`src/rtl/clock_pkg.sv`:
```
// -----------------------------------------------------------------------------
// clock_pkg
// Shared types and constants for the HH:MM:SS time-keeping / time-set slice.
//   mode_e    : controller mode, encoded as it appears on the mode output
//   bcd_t     : one 4-bit BCD digit
//   HR_MAX    : last valid hours value (BCD 23)
//   MIN_MAX   : last valid minutes value (BCD 59)
//   *_LSB     : bit offsets of each two-digit field in the 24-bit digit bus,
//               packed {hr_t,hr_o,min_t,min_o,sec_t,sec_o}
//   DAY_LAST  : 23:59:59, the last count before the day wraps
// -----------------------------------------------------------------------------
package clock_pkg;

  typedef enum logic [1:0] {
    MODE_RUN     = 2'd0,
    MODE_SET_HR  = 2'd1,
    MODE_SET_MIN = 2'd2,
    MODE_COMMIT  = 2'd3
  } mode_e;

  typedef logic [3:0] bcd_t;

  localparam logic [7:0]  HR_MAX   = 8'h23;
  localparam logic [7:0]  MIN_MAX  = 8'h59;

  localparam int          HR_LSB   = 16;
  localparam int          MIN_LSB  = 8;
  localparam int          SEC_LSB  = 0;

  localparam logic [23:0] DAY_LAST = 24'h235959;

endpackage

```
`src/rtl/bcd2_wrap_inc.sv`:
```
// -----------------------------------------------------------------------------
// bcd2_wrap_inc
// Combinational two-digit BCD increment. Any value at or above MAX wraps to 00,
// so an out-of-range value captured from the counter still lands on a legal
// value. Neither output digit ever exceeds 9.
// Ports:
//   i_val  in  8  current value {tens, ones}, BCD
//   o_val  out 8  incremented value {tens, ones}, BCD
// -----------------------------------------------------------------------------
module bcd2_wrap_inc
  import clock_pkg::*;
#(
  parameter logic [7:0] MAX = HR_MAX
) (
  input  logic [7:0] i_val,
  output logic [7:0] o_val
);

  bcd_t w_tens;
  bcd_t w_ones;

  assign w_tens = i_val[7:4];
  assign w_ones = i_val[3:0];

  always_comb begin
    // NOTE: every output of an always_comb gets a default first so no path leaves it unassigned (no latch).
    o_val = 8'h00;
    if (i_val >= MAX) begin
      o_val = 8'h00;
    end else if (w_ones >= 4'd9) begin
      // Ones roll over; tens carry but never step past 9.
      o_val = {((w_tens >= 4'd9) ? 4'd0 : (w_tens + 4'd1)), 4'd0};
    end else begin
      o_val = {w_tens, (w_ones + 4'd1)};
    end
  end

endmodule

```
`src/rtl/clock_mode_ctrl.sv`:
```
// -----------------------------------------------------------------------------
// clock_mode_ctrl
// Time-keeping and time-set controller for a six-digit BCD HH:MM:SS counter.
// Produces the 1 Hz count enable, the 23:59:59 -> 00:00:00 day wrap, runs the
// hours-then-minutes set sequence from debounced button pulses and drives the
// counter's load port and the display blink mask. All outputs are registered.
// Parameters:
//   TICK_DIV   clk cycles per second
//   TIMEOUT_S  idle seconds before a set state is abandoned
// Ports:
//   clk         in   1  system clock
//   reset       in   1  asynchronous, active-high reset
//   btn_mode    in   1  one-cycle pulse: advance mode
//   btn_inc     in   1  one-cycle pulse: increment selected field
//   cur_digits  in  24  counter value {hr,min,sec}, BCD
//   cnt_en      out  1  one-cycle counter increment enable
//   cnt_load    out  1  one-cycle counter load strobe
//   ld_digits   out 24  load value, same packing as cur_digits
//   blink_mask  out  3  [2]=blank hours, [1]=blank minutes, [0]=blank seconds
//   mode        out  2  0=RUN 1=SET_HR 2=SET_MIN 3=COMMIT
// -----------------------------------------------------------------------------
module clock_mode_ctrl
  import clock_pkg::*;
#(
  parameter int TICK_DIV  = 50_000_000,
  parameter int TIMEOUT_S = 10
) (
  input  logic        clk,
  input  logic        reset,
  input  logic        btn_mode,
  input  logic        btn_inc,
  input  logic [23:0] cur_digits,
  output logic        cnt_en,
  output logic        cnt_load,
  output logic [23:0] ld_digits,
  output logic [2:0]  blink_mask,
  output logic [1:0]  mode
);

  localparam int            PW         = $clog2(TICK_DIV);
  localparam int            TW         = $clog2(TIMEOUT_S + 1);
  localparam logic [PW-1:0] PRESC_TC   = PW'(TICK_DIV - 1);
  localparam logic [PW-1:0] PRESC_HALF = PW'(TICK_DIV / 2 - 1);
  localparam logic [TW-1:0] TMO_LIMIT  = TW'(TIMEOUT_S);

  mode_e         r_state;
  logic [PW-1:0] r_presc;
  logic          r_phase;
  logic [TW-1:0] r_tmo;
  logic [7:0]    r_shadow_hr;
  logic [7:0]    r_shadow_min;
  logic          r_cnt_en;
  logic          r_cnt_load;
  logic [23:0]   r_ld_digits;
  logic [2:0]    r_blink_mask;

  mode_e         w_next_state;
  logic          w_tc;
  logic          w_phase_d;
  logic          w_press;
  logic          w_expire;
  logic          w_day_end;
  logic [7:0]    w_hr_inc;
  logic [7:0]    w_min_inc;
  logic          w_cnt_en_d;
  logic          w_cnt_load_d;
  logic [23:0]   w_ld_digits_d;
  logic [2:0]    w_blink_mask_d;

  assign w_tc      = (r_presc == PRESC_TC);
  assign w_phase_d = (w_tc || (r_presc == PRESC_HALF)) ? ~r_phase : r_phase;
  assign w_press   = btn_mode | btn_inc;
  // A press in the expiry cycle keeps the user in the set state.
  assign w_expire  = (r_tmo == TMO_LIMIT) && !w_press;
  assign w_day_end = (cur_digits == DAY_LAST);

  bcd2_wrap_inc #(.MAX(HR_MAX)) u_hr_inc (
    .i_val (r_shadow_hr),
    .o_val (w_hr_inc)
  );

  bcd2_wrap_inc #(.MAX(MIN_MAX)) u_min_inc (
    .i_val (r_shadow_min),
    .o_val (w_min_inc)
  );

  // ---------------------------------------------------------------------------
  // FSM: state register
  // ---------------------------------------------------------------------------
  always_ff @(posedge clk or posedge reset) begin
    if (reset) begin
      r_state <= MODE_RUN;
    end else begin
      // NOTE: clocked state uses non-blocking assignments so every register samples pre-edge values.
      r_state <= w_next_state;
    end
  end

  // ---------------------------------------------------------------------------
  // FSM: next-state logic (btn_mode outranks btn_inc and the timeout)
  // ---------------------------------------------------------------------------
  always_comb begin
    w_next_state = r_state;
    case (r_state)
      MODE_RUN:     if (btn_mode) w_next_state = MODE_SET_HR;
      MODE_SET_HR:  if (btn_mode) w_next_state = MODE_SET_MIN;
                    else if (w_expire) w_next_state = MODE_RUN;
      MODE_SET_MIN: if (btn_mode) w_next_state = MODE_COMMIT;
                    else if (w_expire) w_next_state = MODE_RUN;
      MODE_COMMIT:  w_next_state = MODE_RUN;
      default:      w_next_state = MODE_RUN;
    endcase
  end

  // ---------------------------------------------------------------------------
  // FSM: output logic, computed one cycle ahead and registered below
  // ---------------------------------------------------------------------------
  always_comb begin
    w_cnt_en_d     = 1'b0;
    w_cnt_load_d   = 1'b0;
    w_ld_digits_d  = '0;
    w_blink_mask_d = 3'b000;

    case (r_state)
      MODE_RUN: begin
        if (w_tc) begin
          // The day wrap is a load of zero rather than an increment.
          if (w_day_end) w_cnt_load_d = 1'b1;
          else           w_cnt_en_d   = 1'b1;
        end
      end
      MODE_COMMIT: begin
        w_cnt_load_d  = 1'b1;
        w_ld_digits_d = {r_shadow_hr, r_shadow_min, 8'h00};
      end
      default: ;
    endcase

    // Mask follows the state it will be shown alongside.
    case (w_next_state)
      MODE_SET_HR:  w_blink_mask_d = {w_phase_d, 2'b00};
      MODE_SET_MIN: w_blink_mask_d = {1'b0, w_phase_d, 1'b0};
      default:      w_blink_mask_d = 3'b000;
    endcase
  end

  always_ff @(posedge clk or posedge reset) begin
    if (reset) begin
      r_cnt_en     <= 1'b0;
      r_cnt_load   <= 1'b0;
      r_ld_digits  <= '0;
      r_blink_mask <= 3'b000;
    end else begin
      r_cnt_en     <= w_cnt_en_d;
      r_cnt_load   <= w_cnt_load_d;
      r_ld_digits  <= w_ld_digits_d;
      r_blink_mask <= w_blink_mask_d;
    end
  end

  // ---------------------------------------------------------------------------
  // Prescaler, blink phase, timeout counter, shadow fields
  // ---------------------------------------------------------------------------
  always_ff @(posedge clk or posedge reset) begin
    if (reset) begin
      r_presc      <= '0;
      r_phase      <= 1'b0;
      r_tmo        <= '0;
      r_shadow_hr  <= 8'h00;
      r_shadow_min <= 8'h00;
    end else begin
      // Clearing in COMMIT makes the first tick land a full second after the load.
      if ((r_state == MODE_COMMIT) || w_tc) r_presc <= '0;
      else                                  r_presc <= r_presc + 1'b1;

      r_phase <= w_phase_d;

      case (r_state)
        MODE_SET_HR, MODE_SET_MIN: begin
          if (w_press)                          r_tmo <= '0;
          else if (w_tc && (r_tmo != TMO_LIMIT)) r_tmo <= r_tmo + 1'b1;
        end
        default: r_tmo <= '0;
      endcase

      case (r_state)
        MODE_RUN: begin
          if (btn_mode) begin
            r_shadow_hr  <= cur_digits[HR_LSB  +: 8];
            r_shadow_min <= cur_digits[MIN_LSB +: 8];
          end
        end
        MODE_SET_HR:  if (btn_inc && !btn_mode) r_shadow_hr  <= w_hr_inc;
        MODE_SET_MIN: if (btn_inc && !btn_mode) r_shadow_min <= w_min_inc;
        default: ;
      endcase
    end
  end

  assign cnt_en     = r_cnt_en;
  assign cnt_load   = r_cnt_load;
  assign ld_digits  = r_ld_digits;
  assign blink_mask = r_blink_mask;
  assign mode       = r_state;

endmodule

```
`config.mk`:
```
export PLATFORM = sky130hd
export DESIGN_NAME = clock_mode_ctrl
export DESIGN_NICKNAME = d
export VERILOG_FILES = /design/src/rtl/clock_pkg.sv /design/src/rtl/bcd2_wrap_inc.sv /design/src/rtl/clock_mode_ctrl.sv
export SDC_FILE = /design/constraint.sdc
export NUM_CORES = 1
export LEC_CHECK = 0
export CORE_MARGIN = 2
export CORE_UTILIZATION = 52
export CTS_CLUSTER_DIAMETER = 150
export DETAILED_ROUTE_END_ITERATION = 8
export GPL_TIMING_DRIVEN = 0
export PLACE_DENSITY = 0.83
export RECOVER_POWER = 100
export SLEW_MARGIN = 15
export SYNTH_ARGS = -nofsm -noshare
export SYNTH_HDL_FRONTEND = slang
export SYNTH_SLANG_ARGS = --single-unit
```
`constraint.sdc`:
```
create_clock -name clk -period 2.75 [get_ports clk]
set_input_delay 0.275 -clock clk [delete_from_list [all_inputs] [get_ports clk]]
set_output_delay 0.275 -clock clk [all_outputs]
set_load 0.02 [all_outputs]
```
==> impl_results.md <==
* Synth top area cells: dfrtp_1 47%, ha_1 7.2%, nor2_1 5.8%
* Pwr Density at just over 800 nW/µm²
* Starting Density at 53.7%
* Post-synth EDFFs at 0
* Worst min path class: in -> reg
* Chip Width at roughly 90 µm
* Post-CTS Setup Inserts at 0
* Skew-Pair Late Insertion Delay at between 300 and 400 ps
* Worst path slowest cell: or4b_1
* Worst-Margin Slew at 1100 ps
* Synth Flop Type: dfrtp_1
* Chip Height at between 80 and 90 µm
* Startpoint Class: register
* Worst Path Required at approximately 3000 ps
* WL final at between 7000 and 8000 µm
* DR DRC count at 0
* Share of cells above drive strength 1 at ~7.6%
* Sequential share of the synthesized area at between 40% and 50%
* Avg Synthesized Cell Area at a little under 10 µm²
* Routability cong. at approximately 0.83
* Fin Setup TNS at 0 ps
* Unrepaired setup endpoints after global routing: no
* Crit path max-delay family: simple AND/OR/NAND/NOR gates
* CP cell instances: or4b_1 -> nor4_1 -> nand4_1 -> or4_1 -> a21oi_1
* Area grow syn2layout at 23.6%
* Cell variety after synth at 53
* Clock root buffer: clkbuf_8
* CTS max path bufs at 2
* Final setup vio count at 0
* First-pass GRT wire length at approximately 13,000 µm
* Maximum vdd ir drop at around 0.00052 V
* Placed Area at 4310 µm²
* Cts bufs inserted at 9
* Vias at about 3,000
* Max-Cap Viols at 0
* Worst Path Arrival at 2790 ps
* Type of the worst setup path: reg -> reg
* Final number of hold-violating endpoints at 0
* Post-route ant nets at 0
* Hold WS at 426 ps
* FMAX at a little under 400 MHz
* CTS tree: done
* Pin count of the biggest net entering global routing at 46
* Most frequent cells in the layout: 69 x dfrtp_1, 56 x nor2_1, 25 x clkdlybuf4s50_1
* Crit path capture type: register
* Commonest non-fill, non-tap cell in the layout: dfrtp_1
* Core area at 6790 µm²
* Slew headroom at 26.5%
* I/O Pins at 59
* Nets at between 400 and 500
* Cts hold-fix bufs at 0
* Placed insts at around 530
* P_leak at between 2 and 2.5 nW
* Detail Placement HPWL at around 5700 µm
* Cells after synthesis at ~370
* Ys async rst share at 100%
* First-iteration detailed-routing DRC count at about 140
* Resize count post-CTS at 0
* Period minus WS final at 2530 ps
* Final Util at 66.4%
* Crit path max fanout at 5
* Post-synth top area share at between 40% and 50%
* Filler cells at ~530
* Grt ovf at 0
* Post-synth top area cell: dfrtp_1
* Synth Register Bits at 69
* Row cnt at 30
* Area of the multi-input gates at around 1700 µm²
* Final Cell Area at 4510 µm²
* Via density at roughly 5.5
* Period utilisation layout at roughly 92%
* GRT Total Usage at between 20% and 30%
* Antenna violations before repair at 0
* CTS H-tree lvls at 3
* Number of global-route vias before repair at ~2,900
* Reg clk slew, reported paths at 80 ps
* Area of the mapped netlist at roughly 3600 µm²
* Ys Warns at 0
* Status: complete, no violations
* Register area at between 1500 and 2000 µm²
* Port bufs at between 40 and 50
* DR pass1 iterations at 4
* Slowest stage delay, CP at 560 ps
* Worst Clk Skew at ~6.6 ps
* Sink Count at 69
* Diode count at 0
* Final Slew Violations at 0
* Die area at about 7700 µm²
* Drt wl/cell at 14.7 µm
* Final Non-Filler Cells at 543
* Crit path buf inv count at 0
sequential cells by signal, indices dropped and copies added (netlist names):
name and count:
r_tmo 4, r_presc 26, mode 2, r_shadow_min 8
blink_mask 2, ld_digits 16, cnt_load 1, cnt_en 1
r_shadow_hr 8, r_phase 1
power by group:
group          total, mW  switching (mW)  internal, mW
Clock               1.01           0.405         0.606
Sequential          1.42           0.196          1.23
Combinational       1.25           0.765         0.485
stage by stage:
stage | power, mW | setup WS (ps)
after CTS | 3.73 | 264
after global routing | 3.93 | 41.8
after floorplan | 2.25 | 553
after detailed placement | 2.69 | 296
after global placement | 2.62 | -410
final | 3.68 | 219
area by class of cell:
type	count	share of cell area [%]
Inverter	25	2.11
Sequential cell	69	38.3
Clock inverter	7	2.72
Tap cell	96	2.66
Multi-Input combinational cell	273	38.7
Buffer	15	2.00
Clock buffer	9	2.75
Timing Repair Buffer	49	10.8
cell families (layout without fill, tap and decap cells):
kind of cell | count (synthesis) | count (layout) | synth area share (%)
compound gates | 50 | 50 | 8.72
buf+inv | 40 | 105 | 5.11
other cells | 1 | 9 | 0.103
flops | 69 | 69 | 47.4
simple gates | 166 | 166 | 25.0
fa+ha+maj | 21 | 21 | 7.21
xor+xnor | 27 | 27 | 6.49
synthesized netlist by cell type, types with 4 or more instances:
library cell and number:
a21oi_1 14, and2_1 8, and3_1 7, and4_1 4
buf_4 9, clkbuf_1 4, dfrtp_1 69, ha_1 21
inv_1 25, nand2_1 22, nand2b_1 5, nand3_1 19
nand4_1 9, nor2_1 56, nor3_1 4, nor4_1 4
o21ai_0 16, xnor2_1 8, xor2_1 19
per-layer routing:
layer | track usage [%] | vias to the layer above | routed length, µm | share of wire, %
met5 | 0 | - | 0 | 0
li1 | - | 1416 | - | -
met4 | 10.2 | 0 | 216 | 2.7
met1 | 30.1 | 1434 | 3590 | 45
met3 | 4.24 | 21 | 370 | 4.6
met2 | 35.7 | 95 | 3810 | 48
final timing paths:
check	startpoint	end	slack, ps	cells past startpoint
max	r_presc[16]$_DFF_PP0_	cnt_load$_DFF_PP0_	220	5
min	btn_mode	mode[1]$_DFF_PP0_	430	2
max reg2reg	r_presc[16]$_DFF_PP0_	cnt_load$_DFF_PP0_	220	5
min reg2reg	r_phase$_DFF_PP0_	r_phase$_DFF_PP0_	480	1
max in group asynchronous	reset	cnt_en$_DFF_PP0_	600	3
min in group asynchronous	reset	r_presc[4]$_DFF_PP0_	590	2
No activity file was read; power rests on OpenSTA's default activity.
